[src/rtl/snn_pkg.sv]
// Shared types and defaults for the SNN batch harness.
// No logic: constants, the controller state encoding and the timeout digit.
// Backpressure: n/a.
package snn_pkg;

    localparam int DIGIT_W_DEF = 4;
    localparam int NUM_PIX_DEF = 784;
    localparam int ADDR_W_DEF  = 10;

    localparam logic [DIGIT_W_DEF-1:0] DIGIT_TIMEOUT = '1;

    typedef enum logic [2:0] {
        ST_IDLE   = 3'd0,
        ST_RECV   = 3'd1,
        ST_SHIFT  = 3'd2,
        ST_LABEL  = 3'd3,
        ST_START  = 3'd4,
        ST_RUN    = 3'd5,
        ST_REPORT = 3'd6,
        ST_DONE   = 3'd7
    } batch_state_t;

endpackage

[src/rtl/pix_serializer.sv]
// Turns one packed-pixel byte into 1-bit RAM writes, LSB first, at consecutive addresses.
// Latency: first write the cycle after load, then one bit per cycle for nbits cycles.
// Backpressure: none; the caller must not load while a byte is still shifting.
module pix_serializer #(
    parameter int ADDR_W = 10
) (
    input  logic              clk,
    input  logic              rst_n,
    input  logic              load,
    input  logic [7:0]        byte_dat,
    input  logic [3:0]        nbits,
    input  logic [ADDR_W-1:0] base,
    output logic              we,
    output logic [ADDR_W-1:0] addr,
    output logic              data,
    output logic              last
);

    logic [7:0]        sh;
    logic [3:0]        left;
    logic [ADDR_W-1:0] addr_q;

    always_ff @(posedge clk or negedge rst_n) begin
        if (!rst_n) begin
            sh     <= '0;
            left   <= '0;
            addr_q <= '0;
        end else if (load) begin
            sh     <= byte_dat;
            left   <= nbits;
            addr_q <= base;
        end else if (left != 4'd0) begin
            sh     <= sh >> 1;
            left   <= left - 4'd1;
            addr_q <= addr_q + ADDR_W'(1);
        end
    end

    assign we   = (left != 4'd0);
    assign addr = addr_q;
    assign data = we & sh[0];
    assign last = (left == 4'd1);

endmodule

[src/rtl/snn_batch_ctrl.sv]
// Batch harness: loads each image into the input RAM, runs snn_core with a timeout, scores it.
// Latency: result strobe one cycle after core_done, or MAX_CYC cycles after core_start on timeout.
// Backpressure: rx_rdy only in RECV/LABEL; the sender holds rx_data/rx_vld until accepted.
module snn_batch_ctrl
    import snn_pkg::*;
#(
    parameter int NUM_PIX = NUM_PIX_DEF,
    parameter int ADDR_W  = ADDR_W_DEF,
    parameter int DIGIT_W = DIGIT_W_DEF,
    parameter int NUM_IMG = 32,
    parameter int MAX_CYC = 65535,
    parameter int CNT_W   = $clog2(NUM_IMG + 1)
) (
    input  logic               clk,
    input  logic               rst_n,
    input  logic               batch_go,
    input  logic [7:0]         rx_data,
    input  logic               rx_vld,
    output logic               rx_rdy,
    output logic               ram_we,
    output logic [ADDR_W-1:0]  ram_addr,
    output logic               ram_data,
    input  logic [ADDR_W-1:0]  core_addr,
    output logic               core_start,
    input  logic               core_done,
    input  logic [DIGIT_W-1:0] core_digit,
    output logic               res_vld,
    output logic [DIGIT_W-1:0] res_digit,
    output logic [DIGIT_W-1:0] res_label,
    output logic               res_match,
    output logic [CNT_W-1:0]   img_cnt,
    output logic [CNT_W-1:0]   pass_cnt,
    output logic               batch_done,
    output logic               timeout_err
);

    localparam int PIX_W = ($clog2(NUM_PIX + 1) > 4) ? $clog2(NUM_PIX + 1) : 4;
    localparam int CYC_W = $clog2(MAX_CYC + 1);
    localparam logic [PIX_W-1:0] PIX_END  = PIX_W'(NUM_PIX);
    localparam logic [CYC_W-1:0] CYC_LAST = CYC_W'(MAX_CYC - 1);
    localparam logic [CNT_W-1:0] CNT_MAX  = CNT_W'(NUM_IMG);
    localparam logic [CNT_W-1:0] IMG_LAST = CNT_W'(NUM_IMG - 1);

    batch_state_t      state;
    logic [PIX_W-1:0]  pix_idx;
    logic [PIX_W-1:0]  pix_left;
    logic [3:0]        nbits;
    logic [CYC_W-1:0]  run_cyc;
    logic [DIGIT_W-1:0] label_q;
    logic              ser_load;
    logic              ser_we;
    logic              ser_data;
    logic              ser_last;
    logic [ADDR_W-1:0] ser_addr;

    // pix_idx advances by a whole byte's worth at load time, so it already
    // points past the byte being shifted while in SHIFT.
    assign pix_left = PIX_END - pix_idx;
    assign nbits    = (pix_left >= PIX_W'(8)) ? 4'd8 : pix_left[3:0];
    assign ser_load = (state == ST_RECV) && rx_vld;

    assign rx_rdy     = (state == ST_RECV) || (state == ST_LABEL);
    assign core_start = (state == ST_START);
    assign res_vld    = (state == ST_REPORT);
    assign ram_we     = ser_we;
    assign ram_data   = ser_data;
    assign ram_addr   = (state == ST_RUN) ? core_addr : ser_addr;

    pix_serializer #(.ADDR_W(ADDR_W)) u_ser (
        .clk      (clk),
        .rst_n    (rst_n),
        .load     (ser_load),
        .byte_dat (rx_data),
        .nbits    (nbits),
        .base     (ADDR_W'(pix_idx)),
        .we       (ser_we),
        .addr     (ser_addr),
        .data     (ser_data),
        .last     (ser_last)
    );

    always_ff @(posedge clk or negedge rst_n) begin
        if (!rst_n) begin
            state       <= ST_IDLE;
            pix_idx     <= '0;
            run_cyc     <= '0;
            label_q     <= '0;
            res_digit   <= '0;
            res_label   <= '0;
            res_match   <= 1'b0;
            img_cnt     <= '0;
            pass_cnt    <= '0;
            batch_done  <= 1'b0;
            timeout_err <= 1'b0;
        end else begin
            case (state)
                ST_IDLE, ST_DONE: begin
                    if (batch_go) begin
                        state       <= ST_RECV;
                        pix_idx     <= '0;
                        img_cnt     <= '0;
                        pass_cnt    <= '0;
                        batch_done  <= 1'b0;
                        timeout_err <= 1'b0;
                    end
                end
                ST_RECV: begin
                    if (rx_vld) begin
                        pix_idx <= pix_idx + PIX_W'(nbits);
                        state   <= ST_SHIFT;
                    end
                end
                ST_SHIFT: begin
                    if (ser_last)
                        state <= (pix_idx == PIX_END) ? ST_LABEL : ST_RECV;
                end
                ST_LABEL: begin
                    if (rx_vld) begin
                        label_q <= rx_data[DIGIT_W-1:0];
                        state   <= ST_START;
                    end
                end
                ST_START: begin
                    // run_cyc counts cycles since core_start, so the report lands MAX_CYC after it
                    run_cyc <= CYC_W'(1);
                    state   <= ST_RUN;
                end
                ST_RUN: begin
                    if (core_done) begin
                        res_digit <= core_digit;
                        res_label <= label_q;
                        res_match <= (core_digit == label_q);
                        state     <= ST_REPORT;
                    end else if (run_cyc >= CYC_LAST) begin
                        res_digit   <= '1;
                        res_label   <= label_q;
                        res_match   <= 1'b0;
                        timeout_err <= 1'b1;
                        state       <= ST_REPORT;
                    end else begin
                        run_cyc <= run_cyc + CYC_W'(1);
                    end
                end
                ST_REPORT: begin
                    if (img_cnt != CNT_MAX)
                        img_cnt <= img_cnt + CNT_W'(1);
                    if (res_match && (pass_cnt != CNT_MAX))
                        pass_cnt <= pass_cnt + CNT_W'(1);
                    if (img_cnt >= IMG_LAST) begin
                        batch_done <= 1'b1;
                        state      <= ST_DONE;
                    end else begin
                        pix_idx <= '0;
                        state   <= ST_RECV;
                    end
                end
                default: state <= ST_IDLE;
            endcase
        end
    end

endmodule

[config.mk]
export PLATFORM = sky130hd
export DESIGN_NAME = snn_batch_ctrl
export DESIGN_NICKNAME = d
export VERILOG_FILES = /design/src/rtl/snn_pkg.sv /design/src/rtl/pix_serializer.sv /design/src/rtl/snn_batch_ctrl.sv
export SDC_FILE = /design/constraint.sdc
export NUM_CORES = 1
export LEC_CHECK = 0
export CORE_MARGIN = 2
export CORE_UTILIZATION = 45
export CTS_CLUSTER_SIZE = 10
export DETAILED_ROUTE_END_ITERATION = 10
export PLACE_DENSITY = 0.74
export SYNTH_ARGS = -nofsm -noshare
export SYNTH_HDL_FRONTEND = slang
export SYNTH_SLANG_ARGS = --single-unit
[constraint.sdc]
create_clock -name clk -period 7.8 [get_ports clk]
set_input_delay 0.78 -clock clk [delete_from_list [all_inputs] [get_ports clk]]
set_output_delay 0.78 -clock clk [all_outputs]
set_load 0.05 [all_outputs]
==> flow_summary_export.csv <==
group,metric,value,unit
synthesis,yosysMostFrequentCell,"dfrtp_1",
power_and_ir_drop,power.density,361,nW/um^2
synthesis,synth_cell_type_count,68,
critical_path,rr_worst_depth,12,
grt,grt.overflow.total,0,
power_and_ir_drop,p_clk_frac,0.166,
critical_path,critical-path-top-delay-family,"flip-flops",
layout,antenna_cells,0,
critical_path,slowest_delay,0.76,ns
synthesis,syn_inst,495,
route,drt_first_iter_violations,137,
critical_path,crit_arrival,3.01,ns
layout,drive_above_1_share,0.0809,
clocking,cts_sinks,78,
synthesis,synth_area_per_cell,9.27,um^2
power_and_ir_drop,seq_power_share,0.337,
placed_design,gp_congestion,0.863,
sta,period_minus_slack,3.79,ns
grt,grt_first_pass_wirelength,18100,um
sta,max_freq,264,MHz
clocking,postCtsResizedCells,0,
critical_path,r2r-start,"pix_idx[1]",
floorplan,dieArea,11000,um^2
critical_path,crit_type,"flip-flop to output pin",
sta,slew_viol_final,0,
route,drc,0,
synthesis,syn_nets,535,
critical_path,reg2reg_slack,4.23,ns
grt,track_usage,0.200,
sta,slew_headroom,0.338,
critical_path,end_kind,"output pin",
power_and_ir_drop,sw_frac_of_total,0.456,
synthesis,synthFlopType,"dfrtp_1",
critical_path,critPathCapture,"ram_addr[9]",
layout,multi_input_area,2460,um^2
clocking,numCtsBuffers,9,
placed_design,dp_hpwl,7570,um
grt,grt_max_degree,79,
sta,fin_crit_sh,0.486,
floorplan,start_util,0.468,
synthesis,synth_common_cells,"dfrtp_1, nand2_1, nor2_1",
critical_path,cp_num_buf_inv,1,
critical_path,r2r_end,"pix_idx[6]",
clocking,cts-root-buf,"clkbuf_8",
layout,n_fill_cell,884,
placed_design,post-place-cells,673,
route,first_pass_iters,4,
critical_path,worst-path-stages,3,
sta,hold_viol,0,
outcome,status,"finished clean",
synthesis,synth_area_leader_cell,"dfrtp_1",
power_and_ir_drop,ir_drop,0.251,mV
route,wl_per_cell,15.6,um
layout,syn2layout_area_growth,20.3,%
route,vias_per_cell,5.76,
sta,worst_pin_slew,0.994,ns
floorplan,die_x,105,um
flow_run,maxCapViolCount,0,
synthesis,ys_seq_area_frac,0.425,
grt,antenna_found_initial,0,
floorplan,fp.dieH,105,um
clocking,cts_hold_buf,0,
clocking,clkLatencyLatePin,0.35,ns
critical_path,slowest_stage,"dfrtp_1",
layout,final_cells,689,
route,num_vias,3972,
clocking,htree_num_levels,3,
synthesis,synth_area,4590,um^2
clocking,cts_setup_buffers,0,
clocking,tritoncts,"yes",
route,final_antenna_net_count,0,
sta,rsz0062_at_grt,"no",
clocking,cts.reportedPaths.clkPinSlew,0.08,ns
power_and_ir_drop,leakage,0.00228,uW
floorplan,core_region_area,9820,um^2
synthesis,synth_edf_count,0,
critical_path,worstPathMaxFanout,22,
power_and_ir_drop,intPower,1080,uW
power_and_ir_drop,p_comb_frac,0.497,
placed_design,port_buffers,64,
power_and_ir_drop,switching_power,910,uW
worst_hold_path,hold_class,"flip-flop to flip-flop",
layout,regArea,1950,um^2
sta,finalSetupViolations,0,
critical_path,worstPathRequired,7.02,ns
route,drt_wl_total,10800,um
synthesis,ys_warn_count,0,
synthesis,yosysTopAreaCellShare,0.425,
layout,nets,591,
synthesis,synth.area.top_cells,"dfrtp_1, nand2_1, mux2_2, ha_1, nor2_1",
synthesis,ys_ff_latch,78,
sta,fin_tns_setup,0,ns
critical_path,crit_chain,"nand3b_1, mux2_1, clkdlybuf4s50_1",
grt,grt_pass1_vias,3707,
synthesis,async_flop_share,1.00,
clocking,clockBufferDepth,2,
floorplan,io_pins,65,
critical_path,crit_start,"state[0]",
placed_design,placed_area,5310,um^2
floorplan,rows,36,
sta,fin_skew,0.00868,ns
worst_hold_path,hp-start,"batch_done",
layout,fin_area,5520,um^2
critical_path,startpoint_type,"flip-flop",
## metal layers
layer | global-route usage | vias to the layer above | part of all wire
met2 | 0.332 | 105 | 0.49
met4 | 0.0571 | 0 | 0.010
met1 | 0.269 | 1940 | 0.45
met3 | 0.0337 | 10 | 0.047
met5 | 0 | - | 0
li1 | - | 1917 | -
## through the flow
step	hold WS, ns	utilization	setup WS, ns	total power [uW]
6_report	0.508	0.563	4.01	1990
5_1_grt	0.526	0.563	3.91	2120
4_1_cts	0.506	0.563	4.02	2010
3_5_place_dp	0.486	0.541	4.32	1670
3_3_place_gp	0.474	0.541	4.49	1650
2_1_floorplan	0.464	-	4.76	1380
## how the worst min path moves through the flow
| stage | endpoint | slack (ns) | depth (start not counted) |
|---|---|---|---|
| floorplan | run_cyc[15] | 0.46 | 1 |
| global placement | res_label[2] | 0.47 | 1 |
| detailed placement | run_cyc[15] | 0.49 | 1 |
| CTS | run_cyc[15] | 0.51 | 1 |
| global route | res_label[3] | 0.53 | 1 |
| finish | batch_done | 0.51 | 1 |
## cell usage in the layout (no fill, tap or decap), types with 8 or more instances in the layout
cell type	netlist	layout
dfrtp_1	78	78
nand2_1	64	64
clkdlybuf4s50_1	0	63
nor2_1	39	39
a21oi_1	24	24
inv_1	18	18
nand3_1	18	18
nand4_1	14	14
o21ai_0	14	14
mux2_2	14	14
a31oi_1	12	12
ha_1	12	12
xnor2_1	11	11
nor3_1	10	10
mux2i_1	10	10
xor2_1	9	9
clkbuf_8	0	9
o21ai_1	8	8
## logic make-up after synthesis
family	after synthesis	share of synthesized area
XOR/XNOR	20	0.0382
buffers and inverters	42	0.0390
AO/OA/AOI/OAI	117	0.173
flip-flops	78	0.425
multiplexers	30	0.0709
AND/OR/NAND/NOR	195	0.217
adder cells (fa/ha/maj)	13	0.0371
## registers in the layout, summed over array words and instances (netlist names)
register     flops
res_label        4
batch_done       1
state            3
img_cnt          6
label_q          4
u_ser.left       4
res_digit        4
u_ser.sh         8
pass_cnt         6
run_cyc         16
pix_idx         10
u_ser.addr      10
res_match        1
timeout_err      1
## final cells by class
class	count	share of cell area
Clock buffer	10	0.0231
Clock inverter	6	0.0156
Inverter	21	0.0143
Multi-Input combinational cell	375	0.445
Sequential cell	78	0.353
Tap cell	133	0.0301
Timing Repair Buffer	66	0.118
## worst register-to-register path, delay by kind of cell, from the launching register on
kind,cells,cell delay [ns]
multiplexers,1,0.09
AO/OA/AOI/OAI,3,0.77
flip-flops,1,0.47
AND/OR/NAND/NOR,5,1.15
buffers and inverters,1,0.18
adder cells (fa/ha/maj),2,0.80
## power by group through the flow
stage / registers (uW) / logic (uW) / clock network [uW]
after global routing: 691 / 1080 / 355
final: 672 / 991 / 331
after detailed placement: 678 / 989 / 0
after floorplan: 723 / 654 / 0
after global placement: 673 / 975 / 0
after CTS: 671 / 998 / 339
Power figures use the tool's default switching activity.
